[src/rtl/d_write_buffer.sv]
// d_write_buffer
//   Posted write buffer between a write-through data cache and main memory.
//   Stores are acknowledged in the cycle they are presented, queued in a small
//   circular FIFO and drained to memory in order. A read miss bypasses the
//   queued stores unless one of them targets the same word. In that case the
//   read waits until that store has drained. The block owns the single memory
//   port and arbitrates between read misses and store drains.
//
// Ports
//   clk, clrn        clock, asynchronous active-low reset
//   c_a/c_din/c_wen  cache request address, write data and byte enables
//   c_strobe, c_rw   request valid (held until c_ready), 0 read / 1 write
//   c_ready, c_dout  request complete this cycle, read data (pass-through)
//   mem_*            memory port: address, write data, byte enables, strobe,
//                    direction, read data, one-cycle completion pulse
//   wb_empty         FIFO holds no entries
//
// States
//   IDLE | no memory access; pick a read miss or the next drain
//   WR   | writing the head entry to memory
//   RD   | forwarding the cache read miss to memory
module d_write_buffer #(
  parameter int A_WIDTH    = 32,
  parameter int DEPTH_LOG2 = 2
) (
  input  logic               clk,
  input  logic               clrn,
  input  logic [A_WIDTH-1:0] c_a,
  input  logic [31:0]        c_din,
  input  logic [3:0]         c_wen,
  input  logic               c_strobe,
  input  logic               c_rw,
  output logic               c_ready,
  output logic [31:0]        c_dout,
  output logic [A_WIDTH-1:0] mem_a,
  output logic [31:0]        mem_din,
  output logic [3:0]         mem_wen,
  output logic               mem_strobe,
  output logic               mem_rw,
  input  logic [31:0]        mem_dout,
  input  logic               mem_ready,
  output logic               wb_empty
);

  localparam int DEPTH = 1 << DEPTH_LOG2;

  typedef enum logic [1:0] {IDLE, WR, RD} state_t;

  state_t                state, state_nxt;
  logic [A_WIDTH-1:0]    q_addr [DEPTH];
  logic [31:0]           q_data [DEPTH];
  logic [3:0]            q_wen  [DEPTH];
  logic [DEPTH-1:0]      q_valid;
  logic [DEPTH_LOG2-1:0] head, tail;
  logic [DEPTH_LOG2:0]   count;
  logic                  full, push, pop, rd_req, hazard;

  assign full     = (count == (DEPTH_LOG2 + 1)'(DEPTH));
  assign wb_empty = (count == '0);
  assign rd_req   = c_strobe & ~c_rw;
  // Gated by clrn so that no store is acknowledged while reset is held.
  assign push     = clrn & c_strobe & c_rw & ~full;
  assign pop      = (state == WR) & mem_ready;

  // A read must not overtake a queued store to the same word.
  always_comb begin
    hazard = 1'b0;
    for (int i = 0; i < DEPTH; i++) begin
      if (q_valid[i] && (q_addr[i][A_WIDTH-1:2] == c_a[A_WIDTH-1:2])) begin
        hazard = 1'b1;
      end
    end
    hazard = hazard & rd_req;
  end

  // Push and pop never address the same slot: push needs count < DEPTH and
  // pop needs count > 0, so tail != head whenever both fire.
  always_ff @(posedge clk or negedge clrn) begin
    if (!clrn) begin
      head    <= '0;
      tail    <= '0;
      count   <= '0;
      q_valid <= '0;
      for (int i = 0; i < DEPTH; i++) begin
        q_addr[i] <= '0;
        q_data[i] <= '0;
        q_wen[i]  <= '0;
      end
    end else begin
      if (push) begin
        q_addr[tail]  <= c_a;
        q_data[tail]  <= c_din;
        q_wen[tail]   <= c_wen;
        q_valid[tail] <= 1'b1;
        tail          <= tail + 1'b1;
      end
      if (pop) begin
        q_valid[head] <= 1'b0;
        head          <= head + 1'b1;
      end
      if (push && !pop) begin
        count <= count + 1'b1;
      end else if (pop && !push) begin
        count <= count - 1'b1;
      end
    end
  end

  always_ff @(posedge clk or negedge clrn) begin
    if (!clrn) begin
      state <= IDLE;
    end else begin
      state <= state_nxt;
    end
  end

  // A store accepted while the FIFO is empty becomes head immediately, so
  // its drain starts on the next cycle.
  always_comb begin
    state_nxt = state;
    case (state)
      IDLE: begin
        if (rd_req && !hazard) begin
          state_nxt = RD;
        end else if (!wb_empty || push) begin
          state_nxt = WR;
        end
      end
      WR: if (mem_ready) state_nxt = IDLE;
      RD: if (mem_ready) state_nxt = IDLE;
      default: state_nxt = IDLE;
    endcase
  end

  always_comb begin
    mem_strobe = (state != IDLE);
    mem_rw     = (state == WR);
    mem_a      = (state == RD) ? c_a : q_addr[head];
    mem_din    = q_data[head];
    mem_wen    = (state == WR) ? q_wen[head] : 4'b0000;
    c_ready    = push | ((state == RD) & mem_ready);
    c_dout     = mem_dout;
  end

endmodule

[config.mk]
export PLATFORM = sky130hd
export DESIGN_NAME = d_write_buffer
export DESIGN_NICKNAME = d
export VERILOG_FILES = /design/src/rtl/d_write_buffer.sv
export SDC_FILE = /design/constraint.sdc
export NUM_CORES = 1
export LEC_CHECK = 0
export CORE_AREA = 2 2 167 169
export CTS_CLUSTER_DIAMETER = 60
export DETAILED_ROUTE_END_ITERATION = 7
export DIE_AREA = 0 0 169 171
export GPL_TIMING_DRIVEN = 0
export PLACE_DENSITY_LB_ADDON = 0.25
export SYNTH_ARGS = -nofsm -noshare
export SYNTH_HDL_FRONTEND = slang
export SYNTH_SLANG_ARGS = --single-unit
[constraint.sdc]
create_clock -name clk -period 2.4 [get_ports clk]
set_clock_uncertainty 0.05 [all_clocks]
set_input_delay 0.24 -clock clk [delete_from_list [all_inputs] [get_ports clk]]
set_output_delay 0.24 -clock clk [all_outputs]
set_load 0.01 [all_outputs]
Yosys cells after proc, flatten, opt, wreduce, memory -nomap -nowiden --
Index checks and enable logic that the tools add are counted.
Cells by class: $add $sub $neg 4, $lt $le $gt $ge 7, equal/unequal tests 9, multiplexer cells 34, bitwise operators 15, reduce and logical (&&, ||, !) cells 21
Operators by type and width (number):
- 128-bit bitwise mux | 2
- 32-bit two-way mux | 6
- 32-bit binary-select mux with 2-bit select | 2
- 30-bit equality test | 4
- 32-bit demux with 2-bit select | 1
- 4-bit two-way mux | 6
- 16-bit bitwise mux | 1
- 1-bit logical AND | 10
- 4-bit binary-select mux with 2-bit select | 1
- 4-bit demux with 2-bit select | 1
- 1-bit AND | 7
- 3-bit >= comparator (second input constant) | 2
- 2-bit by 3-bit less-than comparator with 1-bit output (second input constant) | 2
- 1-bit two-way mux | 6
- 2-bit two-way mux | 3
- 3-bit two-way mux | 2
- 2-bit NOT with 3-bit output | 2
- 2-bit by 1-bit adder with 2-bit output (second input constant) | 2
- 4-bit AND | 1
- 1-bit demux with 2-bit select | 2
- 2-bit by 1-bit >= comparator with 1-bit output (second input constant) | 2
- 1-bit zero test | 4
- 4-bit NOT | 1
- 4-bit bitwise OR | 1
- other kinds (17) | 19
Storage, ports and cells: register bits after elaboration 285, output and inout port bits 104

Depth between registers and ports, before layout --
Gate-level depths: netlist of the first run.
depth in word-level cells 11, mapped depth 10

Least setup slack after synthesis of the first run --
Ideal clock, no wire load.
path type register to register, from register state[1], to register count[1], setup time 0.125 ns, arrival time 1.933 ns, setup slack 0.292 ns, stages on the path, launching flop included 9, path buffers 1, clock period less this slack 2.108 ns, path through dfrtp_1 -> inv_1 -> ha_1 -> clkbuf_1 -> nand2_1 -> ha_1 -> inv_1 -> fa_1 -> mux2_2
Between the ends: longest elaborated chain between the ends 5, elaborated cells on any way between the ends 7, classes of those cells eq/ne: 1; mux: 1; bitwise: 1; reduce/logical: 4
RTL lines:
- start: declaration | RTL line 49 | state_t state, state_nxt;
- start signal: assignment | RTL line 113 | state <= state_nxt;
- 2-bit by 1-bit equality test with 1-bit output (*)
- via mem_rw | RTL line 39 | output logic mem_rw,
- 1-bit AND (*) | RTL line 63 | assign pop = (state == WR) & mem_ready;
- 1-bit zero test | RTL line 101 | if (push && !pop) begin
- 1-bit logical AND | RTL line 101
- 3-bit two-way mux or 2-bit nonzero test (tied branches)
- end signal: assignment | RTL line 102 | count <= count + 1'b1;
- end signal: assignment | RTL line 104 | count <= count - 1'b1;
- end: declaration | RTL line 55 | logic [DEPTH_LOG2:0] count;
The timed path passes the listed nets; every way through them passes the cells marked *. A chain may end at the register's enable or synchronous reset.

Worst setup path in the final report of the first run --
from register head[0], to output port mem_a[4]
Between the ends: longest elaborated chain between the ends 5
RTL lines:
- start: declaration | RTL line 54 | logic [DEPTH_LOG2-1:0] head, tail;
- start signal: assignment | RTL line 99 | head <= head + 1'b1;
- 2-bit NOT with 3-bit output (not written as such) | RTL line 138 | mem_a = (state == RD) ? c_a : q_addr[head];
- 32-bit binary-select mux with 2-bit select | RTL line 138
- 32-bit two-way mux (not written as such) (2 in series) | RTL line 138
- 32-bit two-way mux | RTL line 138
- end: declaration | RTL line 35 | output logic [A_WIDTH-1:0] mem_a,
Every way passes these cells. The select of a mux whose other input is x is not followed.

==> metrics, run 1 <==
drt total wl=35900 µm; dpl hpwl=24000 µm; outcome=finished, violations left; critical path buffer and inverter count=5; cell area after synthesis=0.0146 mm²; drt initial violations=442; cell repeated most along the worst path=buf_6; die area=0.0289 mm²; vias in the first global route=9514; die width=169 µm; cell taking the most area after synthesis=dfrtp_1; data required time of the worst path=2110 ps; CTS Root Cell=clkbuf_16; Pleak=8.33 nW; Core Rows=61; Routed Antenna Nets=0; Layout Area Growth over Synthesis=28.3%; io pins=209; CP max-delay cell=mux4_2; number of inserted diodes=0; Seq/Total Area, Yosys=0.488; placed cell areas=0.0166 mm²; port bufs=146; drt first pass iters=4; crit path capture type=output port; CP startpoint kind=register; CTS tree=yes; layout cell share with drive strength beyond 1=0.522; Synth Area per Inst=14.8 µm²; Final Cell Area=0.0188 mm²; drt via density=5.64; worst hold path class=in -> reg; max-cap viol count=0; Final min period=2630 ps; first-pass GRT wire length=54800 µm; CP peak stage delay=470 ps; combinational power share=0.497; Setup-failing EPs final=130; largest net degree at the start of global routing=122; Synth top area share=0.488; number of DRC violations after detailed routing=0; hold_ws=29.2 ps; CTS HTree Levels=1; Top delay family on crit path=multiplexers; CP max FO=8; CP Class=reg -> out; unrepaired setup endpoints after global routing=yes; worst slew pin tran=695 ps; synthesized instance count=991; DR vias=9056; core area=0.0273 mm²; Clock Path Buffers=3; Global Route Usage Sum=0.249; final net count=1354; drt wl/cell=22.3 µm; Yosys warnings=0; clock slew at reported path FFs=60 ps; Flop pwr share=0.331; Syn Nets=1109; Switching Fraction=0.321; power per standard cell area=1430 mW/mm²; initial core utilization=0.535; FMAX=381 MHz; power share of the clock group=0.173; worst-path cell chain=buf_12 > buf_12 > buf_6 > buf_6 > mux4_2 > mux2_4 > buf_6; synth top area cells=dfrtp_1 49%, mux2_2 22%, mux4_2 10%; Sink Count=285; post-synthesis cell type count=31; Die H=171 µm; Final Hold Fails=0; clock latency at the later pin of the worst-skew pair=580 ps; peak supply drop=0.000864 V; initial antenna violation count=1; Num CTS Buffers=31; Internal Dissipation=0.0182 W; FF+latch count, synth=285; GR Overflow Total=0; post-layout util=0.687; total negative slack=-16930 ps; worst setup margin=-227 ps; Final Cycle Share=1.09; Place WS=-646 ps; sw power=0.00861 W; failing checks=setup timing; Rel. slew slack=0.525; Final Max Slew Viols=0; GPL Wtd Cong=0.848; crit path DAT=2340 ps
==> synth_stat cells, drive strengths merged <==
master / number
o211a: 1
o21ai: 2
xor2: 35
nor3: 1
dfrtp: 285
nand4: 26
nor2: 2
nand3: 2
nand2: 6
o22ai: 1
fa: 1
mux2: 306
and2: 5
buf: 104
xnor2: 90
a31oi: 4
ha: 12
a21oi: 6
inv: 9
nor2b: 1
a21o: 1
nor4: 14
mux4: 68
clkbuf: 8
a2111oi: 1
==> cell type report <==
type	count	area, µm²
clock inverter	16	126
sequential	285	7130
clock buffer	42	867
timing repair buffer	213	2380
buffer	111	913
multi-input combinational	585	6870
fill	1899	8560
tap	346	433
inverter	9	33.8
==> path summary, 6_finish.rpt <==
kind / from / to / slack [ps] / depth (start not counted)
min in group asynchronous: clrn / count[1] / 450 / 4
min reg2reg: q_data[34] / q_data[34] / 450 / 1
max in group asynchronous: clrn / q_data[126] / 690 / 6
max reg2reg: q_addr[104] / state[0] / 90 / 6
max: head[0] / mem_a[4] / -230 / 7
min: c_a[25] / q_addr[57] / 30 / 2
==> cells in the final DEF (no fill, tap or decap), types with 2 or more instances in the layout <==
cell type | synthesis | layout
dfrtp_1 | 285 | 285
mux2_2 | 286 | 260
xnor2_1 | 90 | 90
clkdlybuf4s50_1 | 0 | 76
buf_6 | 3 | 71
mux4_2 | 68 | 68
buf_4 | 51 | 67
buf_2 | 48 | 51
mux2_4 | 20 | 46
xor2_1 | 35 | 35
clkbuf_16 | 0 | 34
nand4_1 | 26 | 26
dlygate4sd3_1 | 0 | 20
nor4_1 | 14 | 14
buf_12 | 0 | 13
clkinv_2 | 0 | 12
ha_1 | 12 | 11
buf_16 | 0 | 10
clkbuf_8 | 0 | 9
inv_1 | 9 | 8
clkbuf_1 | 8 | 6
a21oi_1 | 5 | 5
nand2_1 | 5 | 5
clkbuf_4 | 0 | 5
and2_1 | 5 | 5
a31oi_1 | 4 | 4
nor2_1 | 2 | 2
nand3_1 | 2 | 2
o21ai_0 | 2 | 2
buf_8 | 0 | 2
==> power groups by stage <==
stage | Sequential, W | Combinational, W | Clock [W]
floorplan | 0.00837 | 0.00748 | 0
global route | 0.00916 | 0.0141 | 0.00490
global placement | 0.00876 | 0.0114 | 0
finish | 0.00886 | 0.0133 | 0.00463
detailed placement | 0.00886 | 0.0116 | 0
CTS | 0.00879 | 0.0128 | 0.00470
==> stage by stage <==
stage               instances  power (W)
finish                   1607     0.0268
detailed placement       1485     0.0205
global route             1607     0.0282
floorplan                 991     0.0158
global placement         1483     0.0202
CTS                      1594     0.0263
==> what timing repair did <==
| action | in CTS | in global routing |
|---|---|---|
| hold buffers | 23 | 3 |
| cloned | 3 | 2 |
| setup buffers | 26 | 11 |
| endpoints found under the hold margin | 179 | 218 |
| setup endpoints to repair | 71 | 130 |
| gates resized for setup | 409 | 39 |
| pin swaps | 3 | 0 |
==> registers in the layout (all words and copies together) (netlist names) <==
name	flops
q_valid	4
state	2
tail	2
q_wen	16
q_data	128
count	3
head	2
q_addr	128
==> per-layer routing <==
layer | up-vias | share of wire | GRT usage
met5 | - | 0.00036 | 0
met4 | 2 | 0.033 | 0.0858
met1 | 4697 | 0.40 | 0.319
met3 | 74 | 0.054 | 0.0516
li1 | 4061 | - | -
met2 | 222 | 0.51 | 0.427
==> cell families after synthesis <==
logic type,Yosys count,synth area share
flip-flops,285,0.488
buffers and inverters,121,0.0498
adder cells (fa/ha/maj),13,0.0116
AND/OR/NAND/NOR,57,0.0233
AO/OA/AOI/OAI,16,0.00693
multiplexers,374,0.346
XOR/XNOR,125,0.0749
No activity file was read; power rests on OpenSTA's default activity.
==> run 2, diff against run 1 <==
--- a/config.mk
+++ b/config.mk
@@ -5,10 +5,11 @@
 export SDC_FILE = /design/constraint.sdc
 export NUM_CORES = 1
 export LEC_CHECK = 0
-export CORE_AREA = 2 2 167 169
+export CORE_AREA = 2 2 164 166
+export CTS_BUF_LIST = sky130_fd_sc_hd__clkbuf_4 sky130_fd_sc_hd__clkbuf_8
 export CTS_CLUSTER_DIAMETER = 60
 export DETAILED_ROUTE_END_ITERATION = 7
-export DIE_AREA = 0 0 169 171
+export DIE_AREA = 0 0 166 168
 export GPL_TIMING_DRIVEN = 0
 export PLACE_DENSITY_LB_ADDON = 0.25
 export SYNTH_ARGS = -nofsm -noshare
==> run 2 against run 1 <==
The flow finishes with violations (hold timing, setup timing). Critical endpoint is now mem_a[23]. Critical path type unchanged. Clock power is 6.9% lower. Critical path depth stayed put. Power is 0.33% lower.
==> metrics, run 2 (same netlist as run 1, synthesis figures left out) <==
Final Max Slew Viols=0 (unchanged); Pleak=8.28 nW (was 8.33 nW); final non-filler cell total=1613 (was 1607); CTS HTree Levels=2 (was 1); CP Class=reg -> out (unchanged); worst r2r dst=state[0] (unchanged); launching point of the worst reg2reg path=q_addr[104] (unchanged); most frequent cells in the layout=285 x dfrtp_1, 260 x mux2_2, 90 x xnor2_1 (unchanged); crit path capture type=output port (unchanged); die area=0.0279 mm² (was 0.0289 mm²); Num CTS Buffers=47 (was 31); first-pass GRT wire length=56300 µm (was 54800 µm); CP startpoint kind=register (unchanged); number of inserted diodes=0 (unchanged); max-cap viol count=0 (unchanged); Global Route Usage Sum=0.262 (was 0.249); hold_ws=-486 ps (was 29.2 ps); Final min period=2680 ps (was 2630 ps); placed cell count=1480 (was 1485); Rel. slew slack=0.626 (was 0.525); FF/Latch Area=0.00713 mm² (unchanged); Final Cycle Share=1.12 (was 1.09); io pins=209 (unchanged); drt first pass iters=5 (was 4); initial antenna violation count=2 (was 1); outcome=finished, violations left (unchanged); power per standard cell area=1430 mW/mm² (about the same); GPL Wtd Cong=0.862 (was 0.848); combined area of the multi-input logic cells=0.00688 mm² (was 0.00687 mm²); CTS Root Cell=clkbuf_8 (was clkbuf_16); number of DRC violations after detailed routing=0 (unchanged); clock latency at the later pin of the worst-skew pair=560 ps (was 580 ps); unrepaired setup endpoints after global routing=yes (unchanged); fillcell total=1845 (was 1899); failing checks=hold timing, setup timing (was setup timing); vias in the first global route=9773 (was 9514); R2R depth=6 (unchanged); total negative slack=-11730 ps (was -16930 ps); die width=166 µm (was 169 µm); clock slew at reported path FFs=70 ps (was 60 ps); crit path DAT=2390 ps (was 2340 ps); initial core utilization=0.555 (was 0.535); leading cell type in the layout, fill and taps excluded=dfrtp_1 (unchanged); GR Overflow Total=0 (unchanged); CP max FO=6 (was 8); CTS tree=yes (unchanged); worst setup margin=-277 ps (was -227 ps); Die H=168 µm (was 171 µm); Core Rows=60 (was 61); final net count=1359 (was 1354); Clock Path Buffers=3 (unchanged); largest net degree at the start of global routing=88 (was 122); Place WS=-867 ps (was -646 ps); peak supply drop=0.000977 V (was 0.000864 V); drt initial violations=482 (was 442); met2 wire len=17900 µm (was 18200 µm); flop2flop setup slack=90 ps (about the same); layout cell share with drive strength beyond 1=0.536 (was 0.522); worst slew pin tran=546 ps (was 695 ps); dpl hpwl=23800 µm (was 24000 µm); highest metal used=met5 (unchanged); port bufs=146 (unchanged); Hold-fix buffers, CTS=16 (was 23); DR vias=9196 (was 9056); data required time of the worst path=2110 ps (about the same); worst hold path class=in -> async (was in -> reg); FMAX=373 MHz (was 381 MHz); drt total wl=36000 µm (was 35900 µm); post-layout util=0.707 (was 0.687); met3 wire length=2260 µm (was 1950 µm); Setup-failing EPs final=68 (was 130); biggest regs=q_addr x128, q_data x128, q_wen x16 (unchanged); Routed Antenna Nets=0 (unchanged); wl on met1=14400 µm (was 14500 µm); Sink Count=285 (unchanged); core area=0.0264 mm² (was 0.0273 mm²); drt via density=5.70 (was 5.64); Final Hold Fails=138 (was 0); Layout Area Growth over Synthesis=27.4% (was 28.3%); drt wl/cell=22.3 µm (about the same)
run 2: cell count changes in the layout (fill, tap and decap cells not counted), moves of 5 or more:
cell	before	now
clkbuf_4	5	24
clkbuf_16	34	1
clkbuf_1	6	0
buf_12	13	19
buf_4	67	57
clkinv_2	12	2
dlygate4sd3_1	20	15
clkbuf_8	9	58
buf_6	71	83
buf_16	10	5
run 2: metrics by stage:
step                      power [W]  cell area [µm²]
final                        0.0267            18600
after global routing         0.0281            18600
after CTS                    0.0264            18500
after detailed placement     0.0204            16600
after global placement       0.0201            16500
after floorplan              0.0158            14600
run 2: worst max-delay path: stages, from the launching register on:
cell and delay [ps]:
dfrtp_1 420, buf_12 160, buf_12 120, buf_12 120, buf_6 90, mux4_2 500, mux2_4 290, buf_6 120
run 2: cell type report:
cell class / count / share of cell area
Sequential cell: 285 / 0.383
Multi-Input combinational cell: 585 / 0.369
Timing Repair Buffer: 204 / 0.126
Clock buffer: 77 / 0.0495
Buffer: 109 / 0.0462
Tap cell: 341 / 0.0229
Inverter: 9 / 0.00181
Clock inverter: 3 / 0.00114
run 2: worst max path at each step:
stage               slack (ps)  depth (start not counted)          to     start
finish                    -280                          7   mem_a[23]   head[0]
global route              -340                          7   mem_a[23]   head[0]
CTS                       -310                          7   mem_a[23]   head[0]
detailed placement        -870                         11    count[2]      clrn
global placement        -11390                          1  q_data[52]      clrn
floorplan                  290                          8    count[1]  state[1]
run 2: metal layers:
layer	GRT usage	vias to the layer above
li1	-	4064
met3	0.0592	90
met4	0.118	2
met1	0.336	4737
met2	0.431	303
met5	0	-
run 2: report_power, final:
| part | switching (W) | internal, W | leakage (nW) |
|---|---|---|---|
| combinational | 0.00501 | 0.00853 | 4.26 |
| clock | 0.00190 | 0.00241 | 0.511 |
| sequential | 0.00167 | 0.00720 | 3.52 |
| total | 0.00858 | 0.0181 | 8.28 |
run 2: repair_timing:
| item | in CTS | in global routing |
|---|---|---|
| endpoints found under the setup margin | 132 | 69 |
| resized for setup | 420 | 46 |
| endpoints found under the hold margin | 168 | 79 |
| setup buffers | 31 | 9 |
| pin swaps | 1 | 2 |
| gates cloned | 8 | 0 |
==> run 3, diff against run 2 <==
--- a/config.mk
+++ b/config.mk
@@ -5,11 +5,11 @@
 export SDC_FILE = /design/constraint.sdc
 export NUM_CORES = 1
 export LEC_CHECK = 0
-export CORE_AREA = 2 2 164 166
+export CORE_AREA = 2 2 160 162
 export CTS_BUF_LIST = sky130_fd_sc_hd__clkbuf_4 sky130_fd_sc_hd__clkbuf_8
 export CTS_CLUSTER_DIAMETER = 60
 export DETAILED_ROUTE_END_ITERATION = 7
-export DIE_AREA = 0 0 166 168
+export DIE_AREA = 0 0 162 164
 export GPL_TIMING_DRIVEN = 0
 export PLACE_DENSITY_LB_ADDON = 0.25
 export SYNTH_ARGS = -nofsm -noshare
==> constraint.sdc (replaced) <==
create_clock -name clk -period 3.1 [get_ports clk]
set_clock_uncertainty 0.05 [all_clocks]
set_input_delay 0.31 -clock clk [delete_from_list [all_inputs] [get_ports clk]]
set_output_delay 0.31 -clock clk [all_outputs]
set_load 0.01 [all_outputs]
==> run 3 against run 2 <==
Highest routed layer unchanged. Core utilization up 1.1 points. First-iteration DRC count is 13% lower. Clock power down 18%. The run now ends clean. Cell count fell by 3.2%. Clock-buffer cell count shrank 5. Combinational power fell by 33%. Register-to-register slack better by 650 ps. Final area decreased by 4.4%. Global-route usage up 0.22 points. Setup slack better by 340 ps. Critical endpoint is now mem_a[3].
==> metrics, run 3 (same netlist as run 1, synthesis figures left out) <==
leading cell type in the layout, fill and taps excluded=mux2_2 (was dfrtp_1); crit path DAT=2680 ps (was 2390 ps); Num CTS Buffers=47 (unchanged); Final Max Slew Viols=0 (unchanged); Clock Path Buffers=3 (unchanged); Final Cell Area=0.0178 mm² (was 0.0186 mm²); Internal Dissipation=0.0132 W (was 0.0181 W); placed cell count=1469 (was 1480); drt first pass iters=5 (unchanged); placed cell areas=0.0166 mm² (about the same); combined area of the multi-input logic cells=0.00676 mm² (was 0.00688 mm²); FMAX=329 MHz; Sink Count=285 (unchanged); first-pass GRT wire length=53300 µm (was 56300 µm); Rel. slew slack=0.590 (was 0.626); total negative slack=0 ps (was -11730 ps); GR Overflow Total=0 (unchanged); initial core utilization=0.589 (was 0.555); peak supply drop=0.000637 V (was 0.000977 V); CP Class=reg -> out (unchanged); crit path capture type=output port (unchanged); Pleak=7.76 nW (was 8.28 nW); Switching Fraction=0.323 (was 0.321); sw power=0.00629 W (was 0.00858 W); worst hold path class=in -> reg (was in -> async); Setup-failing EPs final=0 (was 68); die width=162 µm (was 166 µm); largest net degree at the start of global routing=109 (was 88); clock slew at reported path FFs=60 ps (was 70 ps); drt initial violations=421 (was 482); CTS tree=yes (unchanged); Top Usage Layer GRT=met2 (unchanged); hold_ws=14.0 ps (was -486 ps); final non-filler cell total=1562 (was 1613); CTS Root Cell=clkbuf_8 (unchanged); Routed Antenna Nets=0 (unchanged); flop2flop setup slack=740 ps (was 90 ps); number of DRC violations after detailed routing=0 (unchanged); core area=0.0248 mm² (was 0.0264 mm²); dpl hpwl=23700 µm (was 23800 µm); Global Route Usage Sum=0.264 (was 0.262); max-cap viol count=0 (unchanged); GPL Wtd Cong=0.889 (was 0.862); combinational power share=0.466 (was 0.507); layout cell share with drive strength beyond 1=0.472 (was 0.536); most frequent cells in the layout=286 x mux2_2, 285 x dfrtp_1, 143 x clkdlybuf4s50_1 (was 285 x dfrtp_1, 260 x mux2_2, 90 x xnor2_1); io pins=209 (unchanged); FF/Latch Area=0.00713 mm² (unchanged); GR Util met2=0.430 (was 0.431); fillcell total=1700 (was 1845); outcome=finished clean (was finished, violations left); GRT met1 Usage=0.344 (was 0.336); CP max-delay cell=mux4_2 (unchanged); vias in the first global route=9448 (was 9773); final net count=1313 (was 1359); die area=0.0266 mm² (was 0.0279 mm²); worst-path cell chain=buf_6 > buf_8 > mux4_2 > mux2_2 > clkdlybuf4s50_1 (was buf_12 > buf_12 > buf_12 > buf_6 > mux4_2 > mux2_4 > buf_6); Core Rows=58 (was 60); CP peak stage delay=550 ps (was 500 ps); worst slew pin tran=599 ps (was 546 ps); CP startpoint kind=register (unchanged); clock latency at the later pin of the worst-skew pair=590 ps (was 560 ps); Layout Area Growth over Synthesis=21.8% (was 27.4%); CP max FO=10 (was 6); port bufs=146 (unchanged); data required time of the worst path=2740 ps (was 2110 ps); drt via density=5.75 (was 5.70); drt total wl=34300 µm (was 36000 µm); met3 usage=0.0609 (was 0.0592); power share of the clock group=0.182 (was 0.161); DR vias=8984 (was 9196); initial antenna violation count=2 (unchanged); drt wl/cell=21.9 µm (was 22.3 µm); power per standard cell area=1090 mW/mm² (was 1430 mW/mm²); Die H=164 µm (was 168 µm); Final min period=3040 ps; Final Cycle Share=0.979; biggest regs=q_addr x128, q_data x128, q_wen x16 (unchanged); CTS HTree Levels=2 (unchanged); post-layout util=0.718 (was 0.707); Flop pwr share=0.352 (was 0.332); Final Hold Fails=0 (was 138)
[run 3: layout make-up]
cell class	instances	area share
clock inverters	13	0.00562
multi-input cells	585	0.380
flip-flops and latches	285	0.400
well taps	330	0.0232
plain buffers	111	0.0445
inverters	9	0.00190
diodes	1	0.000141
repair buffers	156	0.0927
clock buffers	72	0.0518
[run 3: power groups by stage]
stage          sequential [W]  clock, W  combinational [W]
2_1_floorplan         0.00648         0            0.00579
3_3_place_gp          0.00677         0            0.00877
3_5_place_dp          0.00685         0            0.00895
4_1_cts               0.00682   0.00360            0.00913
5_1_grt               0.00707   0.00379            0.00968
6_report              0.00686   0.00355            0.00909
[run 3: through the flow]
stage / setup slack, ps / power, W
after global routing: -6.66 / 0.0205
after CTS: 6.19 / 0.0196
after floorplan: 992 / 0.0123
after global placement: -10670 / 0.0155
after detailed placement: -120 / 0.0158
final: 64.4 / 0.0195
[run 3: worst max-delay path, delay by kind of cell (launching register included)]
kind	cells	cell delay (ps)
buf+inv	3	840
flops	1	400
mux	2	830
[run 3: worst paths after layout]
check                      cells past startpoint     endpoint        start
max                                            5     mem_a[3]      head[0]
min                                            2  q_addr[116]      c_a[20]
max reg2reg                                    6     state[0]  q_addr[104]
min reg2reg                                    1    q_data[2]    q_data[2]
max in group asynchronous                      5   q_addr[41]         clrn
min in group asynchronous                      4   q_addr[91]         clrn
[run 3: metal layers]
layer  share of wire  up-vias  wire, µm
li1                -     3979         -
met1            0.41     4635     13900
met2            0.49      295     16900
met3           0.067       73      2310
met4           0.033        2      1120
met5         0.00038        -        13
[run 3: what timing repair did]
action / 4_1_cts / 5_1_grt
endpoints found under the setup margin: 59 / 34
endpoints found under the hold margin: 84 / 0
cloned: 0 / 0
buffers inserted: 0 / 3
hold buffers: 5 / 0
resized for setup: 33 / 8
